[src/rtl/tiny_dnn_pkg.sv]
`default_nettype none
// ============================================================================
// Module   : tiny_dnn_pkg
// Brief    : Shared types and count widths for the batch stream feeder.
// Revision : 1.0 - initial release
// ============================================================================
package tiny_dnn_pkg;

    localparam int c_WORD_W  = 12;
    localparam int c_BATCH_W = 8;

    typedef enum logic [1:0] {
        IDLE = 2'd0,
        SEND = 2'd1,
        RECV = 2'd2,
        FIN  = 2'd3
    } feed_state_t;

endpackage : tiny_dnn_pkg
`default_nettype wire

[src/rtl/stream_skid.sv]
`default_nettype none
// ============================================================================
// Module   : stream_skid
// Brief    : Two-entry valid/ready buffer with occupancy output.
// Revision : 1.0 - initial release
// ============================================================================
module stream_skid #(
    parameter int W = 33
) (
    input  logic         clk,
    input  logic         rst_n,
    input  logic         in_valid,
    input  logic [W-1:0] in_data,
    output logic         in_ready,
    output logic         out_valid,
    output logic [W-1:0] out_data,
    input  logic         out_ready,
    output logic [1:0]   occupancy
);

    logic [W-1:0] r_mem [2];
    logic         r_wr_ptr;
    logic         r_rd_ptr;
    logic [1:0]   r_count;
    logic         w_push;
    logic         w_pop;

    assign out_valid = (r_count != 2'd0);
    assign out_data  = out_valid ? r_mem[r_rd_ptr] : '0;
    assign in_ready  = (r_count != 2'd2) | out_ready;
    assign occupancy = r_count;
    assign w_push    = in_valid & in_ready;
    assign w_pop     = out_valid & out_ready;

    always_ff @(posedge clk or negedge rst_n) begin
        if (!rst_n) begin
            r_mem[0] <= '0;
            r_mem[1] <= '0;
            r_wr_ptr <= 1'b0;
            r_rd_ptr <= 1'b0;
            r_count  <= 2'd0;
        end else begin
            if (w_push) begin
                r_mem[r_wr_ptr] <= in_data;
                r_wr_ptr        <= ~r_wr_ptr;
            end
            if (w_pop) begin
                r_rd_ptr <= ~r_rd_ptr;
            end
            case ({w_push, w_pop})
                2'b10:   r_count <= r_count + 2'd1;
                2'b01:   r_count <= r_count - 2'd1;
                default: r_count <= r_count;
            endcase
        end
    end

endmodule : stream_skid
`default_nettype wire

[src/rtl/batch_feeder.sv]
`default_nettype none
// ============================================================================
// Module   : batch_feeder
// Brief    : Streams SS+1 source words out, then stores DS+1 result words,
//            for NB+1 batches.
// Revision : 1.0 - initial release
// ============================================================================
module batch_feeder
    import tiny_dnn_pkg::*;
#(
    parameter int DW = 32,
    parameter int AW = 16
) (
    input  logic                 clk,
    input  logic                 rst_n,
    input  logic                 start,
    input  logic [c_WORD_W-1:0]  ss,
    input  logic [c_WORD_W-1:0]  ds,
    input  logic [c_BATCH_W-1:0] nb,
    input  logic [AW-1:0]        src_base,
    input  logic [AW-1:0]        dst_base,
    output logic                 busy,
    output logic                 done,
    output logic                 mem_re,
    output logic [AW-1:0]        mem_ra,
    input  logic [DW-1:0]        mem_rd,
    output logic                 res_we,
    output logic [AW-1:0]        res_wa,
    output logic [DW-1:0]        res_wd,
    output logic                 src_valid,
    output logic                 src_last,
    output logic [DW-1:0]        src_data,
    input  logic                 src_ready,
    input  logic                 dst_valid,
    input  logic [DW-1:0]        dst_data,
    output logic                 dst_ready
);

    feed_state_t          r_state;
    feed_state_t          w_next;
    logic [c_WORD_W-1:0]  r_ss;
    logic [c_WORD_W-1:0]  r_ds;
    logic [c_BATCH_W-1:0] r_nb;
    logic [AW-1:0]        r_src_base;
    logic [AW-1:0]        r_dst_base;
    logic [AW-1:0]        r_src_off;
    logic [AW-1:0]        r_dst_off;
    logic [c_WORD_W-1:0]  r_rd_idx;
    logic [c_WORD_W-1:0]  r_wr_idx;
    logic [c_BATCH_W-1:0] r_batch;
    logic                 r_rd_done;
    logic                 r_pend;
    logic                 r_pend_last;

    logic [1:0]           w_occ;
    logic [2:0]           w_fill;
    logic                 w_room;
    logic                 w_issue;
    logic                 w_pop;
    logic                 w_src_fin;
    logic                 w_dst_acc;
    logic                 w_dst_fin;
    logic                 w_skid_in_ready;

    stream_skid #(
        .W(DW + 1)
    ) u_skid (
        .clk       (clk),
        .rst_n     (rst_n),
        .in_valid  (r_pend & w_skid_in_ready),
        .in_data   ({r_pend_last, mem_rd}),
        .in_ready  (w_skid_in_ready),
        .out_valid (src_valid),
        .out_data  ({src_last, src_data}),
        .out_ready (src_ready),
        .occupancy (w_occ)
    );

    // A read may issue only if the word it returns will still find a slot,
    // counting words already in flight and the one leaving this cycle.
    assign w_pop     = src_valid & src_ready;
    assign w_fill    = {1'b0, w_occ} + {2'b00, r_pend};
    assign w_room    = w_pop ? (w_fill <= 3'd2) : (w_fill <= 3'd1);
    assign w_issue   = (r_state == SEND) & ~r_rd_done & w_room;
    assign w_src_fin = (r_state == SEND) & w_pop & src_last;
    assign w_dst_acc = (r_state == RECV) & dst_valid;
    assign w_dst_fin = w_dst_acc & (r_wr_idx == r_ds);

    always_comb begin
        w_next = r_state;
        case (r_state)
            IDLE:    if (start) w_next = SEND;
            SEND:    if (w_src_fin) w_next = RECV;
            RECV:    if (w_dst_fin) w_next = (r_batch == r_nb) ? FIN : SEND;
            FIN:     w_next = IDLE;
            default: w_next = IDLE;
        endcase
    end

    always_comb begin
        busy      = (r_state != IDLE);
        done      = (r_state == FIN);
        dst_ready = (r_state == RECV);
        mem_re    = w_issue;
        mem_ra    = w_issue ? (r_src_base + r_src_off) : '0;
        res_we    = w_dst_acc;
        res_wa    = w_dst_acc ? (r_dst_base + r_dst_off) : '0;
        res_wd    = w_dst_acc ? dst_data : '0;
    end

    always_ff @(posedge clk or negedge rst_n) begin
        if (!rst_n) begin
            r_state     <= IDLE;
            r_ss        <= '0;
            r_ds        <= '0;
            r_nb        <= '0;
            r_src_base  <= '0;
            r_dst_base  <= '0;
            r_src_off   <= '0;
            r_dst_off   <= '0;
            r_rd_idx    <= '0;
            r_wr_idx    <= '0;
            r_batch     <= '0;
            r_rd_done   <= 1'b0;
            r_pend      <= 1'b0;
            r_pend_last <= 1'b0;
        end else begin
            r_state     <= w_next;
            r_pend      <= w_issue;
            r_pend_last <= w_issue & (r_rd_idx == r_ss);

            if ((r_state == IDLE) && start) begin
                r_ss       <= ss;
                r_ds       <= ds;
                r_nb       <= nb;
                r_src_base <= src_base;
                r_dst_base <= dst_base;
                r_src_off  <= '0;
                r_dst_off  <= '0;
                r_rd_idx   <= '0;
                r_wr_idx   <= '0;
                r_batch    <= '0;
                r_rd_done  <= 1'b0;
            end

            if (w_issue) begin
                r_src_off <= r_src_off + AW'(1);
                if (r_rd_idx == r_ss) begin
                    r_rd_idx  <= '0;
                    r_rd_done <= 1'b1;
                end else begin
                    r_rd_idx <= r_rd_idx + 12'd1;
                end
            end

            // Re-arm reads for the next batch once its source phase closes.
            if (w_src_fin) begin
                r_rd_done <= 1'b0;
            end

            if (w_dst_acc) begin
                r_dst_off <= r_dst_off + AW'(1);
                if (w_dst_fin) begin
                    r_wr_idx <= '0;
                    r_batch  <= r_batch + 8'd1;
                end else begin
                    r_wr_idx <= r_wr_idx + 12'd1;
                end
            end
        end
    end

endmodule : batch_feeder
`default_nettype wire

[config.mk]
export PLATFORM = sky130hd
export DESIGN_NAME = batch_feeder
export DESIGN_NICKNAME = d
export VERILOG_FILES = /design/src/rtl/tiny_dnn_pkg.sv /design/src/rtl/stream_skid.sv /design/src/rtl/batch_feeder.sv
export SDC_FILE = /design/constraint.sdc
export NUM_CORES = 1
export LEC_CHECK = 0
export BUFFER_PORTS_ARGS = -buffer_cell sky130_fd_sc_hd__buf_2
export CORE_MARGIN = 8
export CORE_UTILIZATION = 40
export CTS_BUF_LIST = sky130_fd_sc_hd__clkbuf_4 sky130_fd_sc_hd__clkbuf_8 sky130_fd_sc_hd__clkbuf_16
export DETAILED_ROUTE_END_ITERATION = 12
export PLACE_DENSITY_LB_ADDON = 0.1
export SLEW_MARGIN = 20
export SYNTH_ARGS = -nofsm -noshare
export SYNTH_HDL_FRONTEND = slang
export SYNTH_SLANG_ARGS = --single-unit
[constraint.sdc]
create_clock -name clk -period 2.55 [get_ports clk]
set_clock_uncertainty 0.1 [all_clocks]
set_input_delay 0.255 -clock clk [delete_from_list [all_inputs] [get_ports clk]]
set_output_delay 0.255 -clock clk [all_outputs]
set_load 0.02 [all_outputs]
==> results of run 1 <==
[report_power, final]
group	switching [mW]	total, mW	internal, mW
logic	4.20	8.13	3.93
clock network	1.36	3.86	2.50
registers	0.799	5.17	4.37
[sequential cells by signal (all words and copies together) (netlist names)]
register          count
r_dst_off            16
r_rd_idx             12
r_wr_idx             12
u_skid.r_rd_ptr       1
r_state               2
u_skid.r_wr_ptr       1
r_nb                  8
r_pend                1
r_rd_done             1
r_src_off            16
r_ss                 12
r_batch               8
r_pend_last           1
r_src_base           16
u_skid.r_mem         66
r_ds                 12
u_skid.occupancy      2
r_dst_base           16
[per-layer routing]
layer / track usage [%] / vias up / wire, um
met5: 0 / - / 0
met1: 25.26 / 4746 / 14990
met3: 3.321 / 55 / 1378
met4: 4.854 / 0 / 775
met2: 31.18 / 204 / 15000
li1: - / 4874 / -
[path summary, 6_finish.rpt]
path                       depth (start not counted)                           to                  startpoint
setup / recovery                                  11                   res_wa[12]    r_dst_off[0]$_DFFE_PN0P_
hold / removal                                     3  u_skid.r_rd_ptr$_DFFE_PN0N_                   src_ready
setup reg to reg                                  11      r_rd_idx[9]$_DFFE_PN0P_            r_pend$_DFF_PN0_
hold reg to reg                                    2   r_src_base[13]$_DFFE_PN0P_  r_src_base[13]$_DFFE_PN0P_
max in group asynchronous                          3    r_dst_off[10]$_DFFE_PN0P_                       rst_n
min in group asynchronous                          2          r_ss[8]$_DFFE_PN0P_                       rst_n
[cells by family after synthesis]
kind of cell	Yosys count
adder cells (fa/ha/maj)	41
flip-flops	203
multiplexers	106
buffers and inverters	71
AO/OA/AOI/OAI	183
XOR/XNOR	63
AND/OR/NAND/NOR	516
[timing repair]
item,4_1_cts,5_1_grt
cloned,2,0
hold buffers,98,0
gates resized for setup,155,65
endpoints found under the hold margin,199,0
buffers inserted,27,17
pin swaps,47,38
endpoints found under the setup margin,37,43
[per-stage QoR]
step | util (%) | setup WS (ns) | total power [mW] | instances
after floorplan | - | -0.07558 | 9.571 | 1183
after global placement | 47.19 | -0.1029 | 11.46 | 1766
after detailed placement | 47.19 | -0.09950 | 11.57 | 1766
after CTS | 57.28 | -0.4513 | 16.90 | 1934
after global routing | 58.60 | -0.5730 | 18.23 | 1946
final | 58.60 | -0.4460 | 17.16 | 1946
[cells in the mapped netlist (11+ instances only)]
cell      instances  area (um2)
nand2_1         249       934.7
dfrtp_1         203        5080
nor2_1           87       326.6
o21ai_0          85       425.4
mux2_2           66       743.2
and3_1           65       406.6
xnor2_1          46       402.9
clkbuf_1         40       150.1
mux2i_1          40       400.4
ha_1             39       488.0
nand3_1          39       195.2
a21oi_1          38       190.2
a21o_1           20       150.1
nand4_1          17       106.4
xor2_1           17       148.9
inv_1            16       60.06
nand2b_1         11       68.82
[worst max-delay path, delay by kind of cell, from the launching register on]
kind | cells | cell delay [ns]
compound gates | 4 | 0.60
buf+inv | 3 | 0.36
flops | 1 | 0.35
fa+ha+maj | 2 | 0.59
simple gates | 2 | 0.24
[layout make-up]
| class | instances | area, um2 |
|---|---|---|
| Clock inverter | 10 | 175.2 |
| Fill cell | 2354 | 11380 |
| Timing Repair Buffer | 424 | 3153 |
| Sequential cell | 203 | 5089 |
| Inverter | 19 | 73.82 |
| Multi-Input combinational cell | 909 | 6444 |
| Clock buffer | 34 | 730.7 |
| Antenna cell | 1 | 2.502 |
| Tap cell | 346 | 432.9 |
==> results.json, run 1 <==
{
  "synth-compound-area-share_pct": 9.649,
  "synth_top_family_by_area": "simple AND/OR/NAND/NOR gates",
  "synth_fa_ha_area_share_pct": 4.774,
  "drt_iter0_markers": 553,
  "max_slew_margin_pct": 55.58,
  "fp.coreArea_um2": 27480,
  "rows": 61,
  "gp_congestion": 0.8165,
  "yosys-mux-area-fraction_pct": 10.34,
  "violations": "setup timing",
  "vias": 9879,
  "fin_crit_sh_pct": 117.5,
  "worst_setup_path_start_kind": "register",
  "via_per_inst": 5.077,
  "seq_area_frac_synth_pct": 45.93,
  "synth_cell_types": 51,
  "die-area_um2": 33230,
  "finalInstanceArea_um2": 16100,
  "synth_flop_cell": "dfrtp_1",
  "hp-class": "input port to register",
  "synth.avg_cell_area_um2": 9.350,
  "finalNetCount": 1756,
  "cp.required_ns": 2.19,
  "cts_tree": "yes",
  "cp.arrival_ns": 2.64,
  "p_leak_nw": 7.884,
  "die_h_um": 182.3,
  "cts_made_buffers": 25,
  "synth-simple-area-share_pct": 21.65,
  "die_w_um": 182.3,
  "drt_first_pass_iters": 4,
  "crit_fanout": 2,
  "cts-root-buf": "clkbuf_16",
  "antenna_found_initial": 1,
  "grt_util_all_layers_pct": 18.87,
  "critPathSlowestCell": "fa_2",
  "grt_pass1_wl_mm": 52.50,
  "tns_ns": -7.344,
  "most-common-layout-cells": "nand2_1, buf_2, dfrtp_1, dlygate4sd3_1, buf_4",
  "synth_edf_count": 0,
  "fmax_ghz": 0.3338,
  "numClockSinks": 203,
  "rsz0062_at_grt": "yes",
  "critPathMaxStageDelay_ns": 0.38,
  "dpl-instance-area_um2": 12970,
  "synth_area_um2": 11060,
  "p_per_area_nw_per_um2": 1066,
  "peakVddDrop_v": 0.0005194,
  "drcViolationCount": 0,
  "critPathCaptureType": "output port",
  "wl_mm": 32.14,
  "avgRoutedWirePerCell_um": 16.52,
  "htree_levels": 1,
  "yosysWarnings": 0,
  "yosys.area_share.xor_xnor_pct": 4.989,
  "ios": 236,
  "layout_min_cycle_time_ns": 2.996,
  "drv_slew": 0,
  "cpMostUsedCell": "buf_4",
  "setup-violations-final": 29,
  "synth_seq_cells": 203,
  "layout_commonest_cell": "nand2_1",
  "crit_chain": "ha_2 -> inv_2 -> fa_2 -> nor2b_4 -> o2111ai_4 -> a21oi_2 -> nor2_2 -> buf_4 -> o21bai_1 -> a211oi_2 -> buf_4",
  "post-dp-hpwl_mm": 21.51,
  "async_flop_share_pct": 100.0,
  "grt_max_degree": 76,
  "syn_inst": 1183,
  "cts_max_path_buffers": 3,
  "mappedNetlistNets": 1357,
  "maxCapViolCount": 0,
  "antenna_left": 0,
  "grt_pass1_vias": 10120,
  "hold_viol": 0,
  "clkTransAtPathRegs_ns": 0.06,
  "r2r_setup_slack_ns": 0.08,
  "critical_path_class": "register to output port",
  "insertion_delay_ns": 0.51,
  "gr-total-overflow": 0,
  "syn_to_final_growth_pct": 45.57,
  "port_buffers": 235,
  "start_util_pct": 40.26,
  "layout_setup_ws_ns": -0.4460,
  "status": "finished with violations",
  "layout-drive-gt1-share_pct": 34.90,
  "whs_ns": 0.05633,
  "tightest_slew_ns": 0.6662
}
Power figures use the tool's default switching activity.
==> run 2: changes to the inputs <==
--- a/config.mk
+++ b/config.mk
@@ -11,6 +11,7 @@
 export CTS_BUF_LIST = sky130_fd_sc_hd__clkbuf_4 sky130_fd_sc_hd__clkbuf_8 sky130_fd_sc_hd__clkbuf_16
 export DETAILED_ROUTE_END_ITERATION = 12
 export PLACE_DENSITY_LB_ADDON = 0.1
+export RECOVER_POWER = 100
 export SLEW_MARGIN = 20
 export SYNTH_ARGS = -nofsm -noshare
 export SYNTH_HDL_FRONTEND = slang
==> results.json, run 2 (synthesis results as in run 1) <==
{
  "critPathCaptureType": "output port",
  "finalNetCount": 1756,
  "grt_pass1_vias": 10120,
  "cp.required_ns": 2.19,
  "tns_ns": -9.947,
  "utilization_pct": 58.22,
  "peakVddDrop_v": 0.0005220,
  "most-common-layout-cells": "nand2_1, buf_2, dfrtp_1, dlygate4sd3_1, o21ai_0",
  "layout_commonest_cell": "nand2_1",
  "die_w_um": 182.3,
  "setup-violations-final": 48,
  "antenna_found_initial": 1,
  "ios": 236,
  "critPathSlowestCell": "or4_1",
  "wl_mm": 32.06,
  "port_buffers": 235,
  "final.fill_count": 2374,
  "status": "finished with violations",
  "clkTransAtPathRegs_ns": 0.06,
  "p_leak_nw": 7.830,
  "tightest_slew_ns": 1.975,
  "drv_slew": 76,
  "fin_crit_sh_pct": 117.7,
  "antenna_left": 0,
  "avgRoutedWirePerCell_um": 16.47,
  "syn_to_final_growth_pct": 44.64,
  "cts_tree": "yes",
  "numClockSinks": 203,
  "place_inst": 1766,
  "regMostFlops": "u_skid.r_mem",
  "crit_chain": "ha_2 -> inv_2 -> ha_4 -> a41oi_2 -> or4_1 -> clkbuf_1 -> buf_12 -> a21oi_2 -> buf_4",
  "hp-class": "input port to register",
  "largest_reg_flops": 66,
  "maxCapViolCount": 1,
  "cp.arrival_ns": 2.65,
  "power_mw": 17.02,
  "path_delay_family": "buffers and inverters",
  "dpl-instance-area_um2": 12970,
  "min_from": "src_ready",
  "finalNonFillerCells": 1946,
  "rsz0062_at_grt": "yes",
  "violations": "capacitance limit, slew limit, setup timing",
  "hold_path_depth": 3,
  "worst_r2r_path_depth": 11,
  "vias": 9863,
  "worst_setup_path_start_kind": "register",
  "fmax_ghz": 0.3331,
  "cts_max_path_buffers": 3,
  "regToRegStartpoint": "r_pend$_DFF_PN0_",
  "die-area_um2": 33230,
  "hold_viol": 0,
  "cts-root-buf": "clkbuf_16",
  "post-dp-hpwl_mm": 21.51,
  "drt_iter0_markers": 528,
  "finalInstanceArea_um2": 16000,
  "critPathMaxStageDelay_ns": 0.53,
  "gr-total-overflow": 0,
  "r2r_setup_slack_ns": -0.08,
  "critPathBufInv": 4,
  "layout_setup_ws_ns": -0.4519,
  "layout-drive-gt1-share_pct": 34.15,
  "grt_pass1_wl_mm": 52.50,
  "drcViolationCount": 0,
  "p_per_area_nw_per_um2": 1064,
  "die_h_um": 182.3,
  "cts_made_buffers": 25,
  "via_per_inst": 5.068,
  "htree_levels": 1,
  "drt_first_pass_iters": 5,
  "crit_fanout": 6,
  "start_util_pct": 40.26,
  "gp_congestion": 0.8165,
  "layout_min_cycle_time_ns": 3.002,
  "critical_path_class": "register to output port",
  "max_slew_margin_pct": -31.65,
  "insertion_delay_ns": 0.51,
  "grt_max_degree": 76,
  "worstReg2RegEnd": "r_rd_idx[9]$_DFFE_PN0P_",
  "fp.coreArea_um2": 27480,
  "min_to": "u_skid.r_rd_ptr$_DFFE_PN0N_",
  "rows": 61,
  "grt_util_all_layers_pct": 18.87
}
## run 2: through the flow
step / worst slack [ns] / hold slack, ns
6_report: -0.4519 / 0.05524
5_1_grt: -0.5730 / 0.07984
4_1_cts: -0.4513 / 0.02200
3_5_place_dp: -0.09950 / 0.2460
3_3_place_gp: -0.1029 / 0.2358
2_1_floorplan: -0.07558 / -0.1406
## run 2: worst register-to-register path: cells and delay by family, from the launching register on
kind,cells,cell delay (ns)
adders and majority gates,2,0.47
AOI/OAI and AO/OA,3,0.36
buffers and inverters,4,0.58
and+or+nand+nor,2,0.64
DFF,1,0.36
## run 2: final cells by class
cell class                 instances  area, um2  area share (%)
antenna                            1      2.502         0.01564
clock inverter                    10      175.2           1.095
clock buffer                      34      730.7           4.568
sequential                       203       5089           31.81
inverter                          19      73.82          0.4614
timing repair buffer             424       3067           19.17
tap                              346      432.9           2.706
multi-input combinational        909       6427           40.18
## run 2: repair_timing
| item | CTS | global route |
|---|---|---|
| gates cloned | 2 | 0 |
| setup endpoints to repair | 37 | 43 |
| resized for setup | 155 | 65 |
| buffers inserted | 27 | 17 |
| hold endpoints to repair | 199 | 0 |
| hold buffers | 98 | 0 |
| pin swaps | 47 | 38 |
## run 2: power breakdown
part	leakage (nW)	total, mW	internal [mW]	switching, mW
registers	2.56	5.16	4.37	0.796
clock network	0.455	3.86	2.50	1.37
logic	4.81	8.00	3.81	4.19
## run 2: worst max-delay path by stage
| stage | cells after the start | slack (ns) | start | to |
|---|---|---|---|---|
| final | 9 | -0.45 | r_pend$_DFF_PN0_ | mem_ra[14] |
| after global routing | 10 | -0.57 | r_src_base[0]$_DFFE_PN0P_ | mem_ra[12] |
| after floorplan | 8 | -0.08 | u_skid.occupancy[0]$_DFFE_PN0P_ | mem_ra[15] |
| after global placement | 11 | -0.10 | r_src_base[0]$_DFFE_PN0P_ | mem_ra[12] |
| after CTS | 10 | -0.45 | r_src_base[0]$_DFFE_PN0P_ | mem_ra[12] |
| after detailed placement | 11 | -0.1 | r_src_base[0]$_DFFE_PN0P_ | mem_ra[12] |
## run 2: layer usage
layer  wire (um)  global-route usage (%)  up-vias
met5           0                       0        -
met2       15000                   31.18      199
met3        1275                   3.321       55
met4         775                   4.854        0
li1            -                       -     4876
met1       15000                   25.26     4733
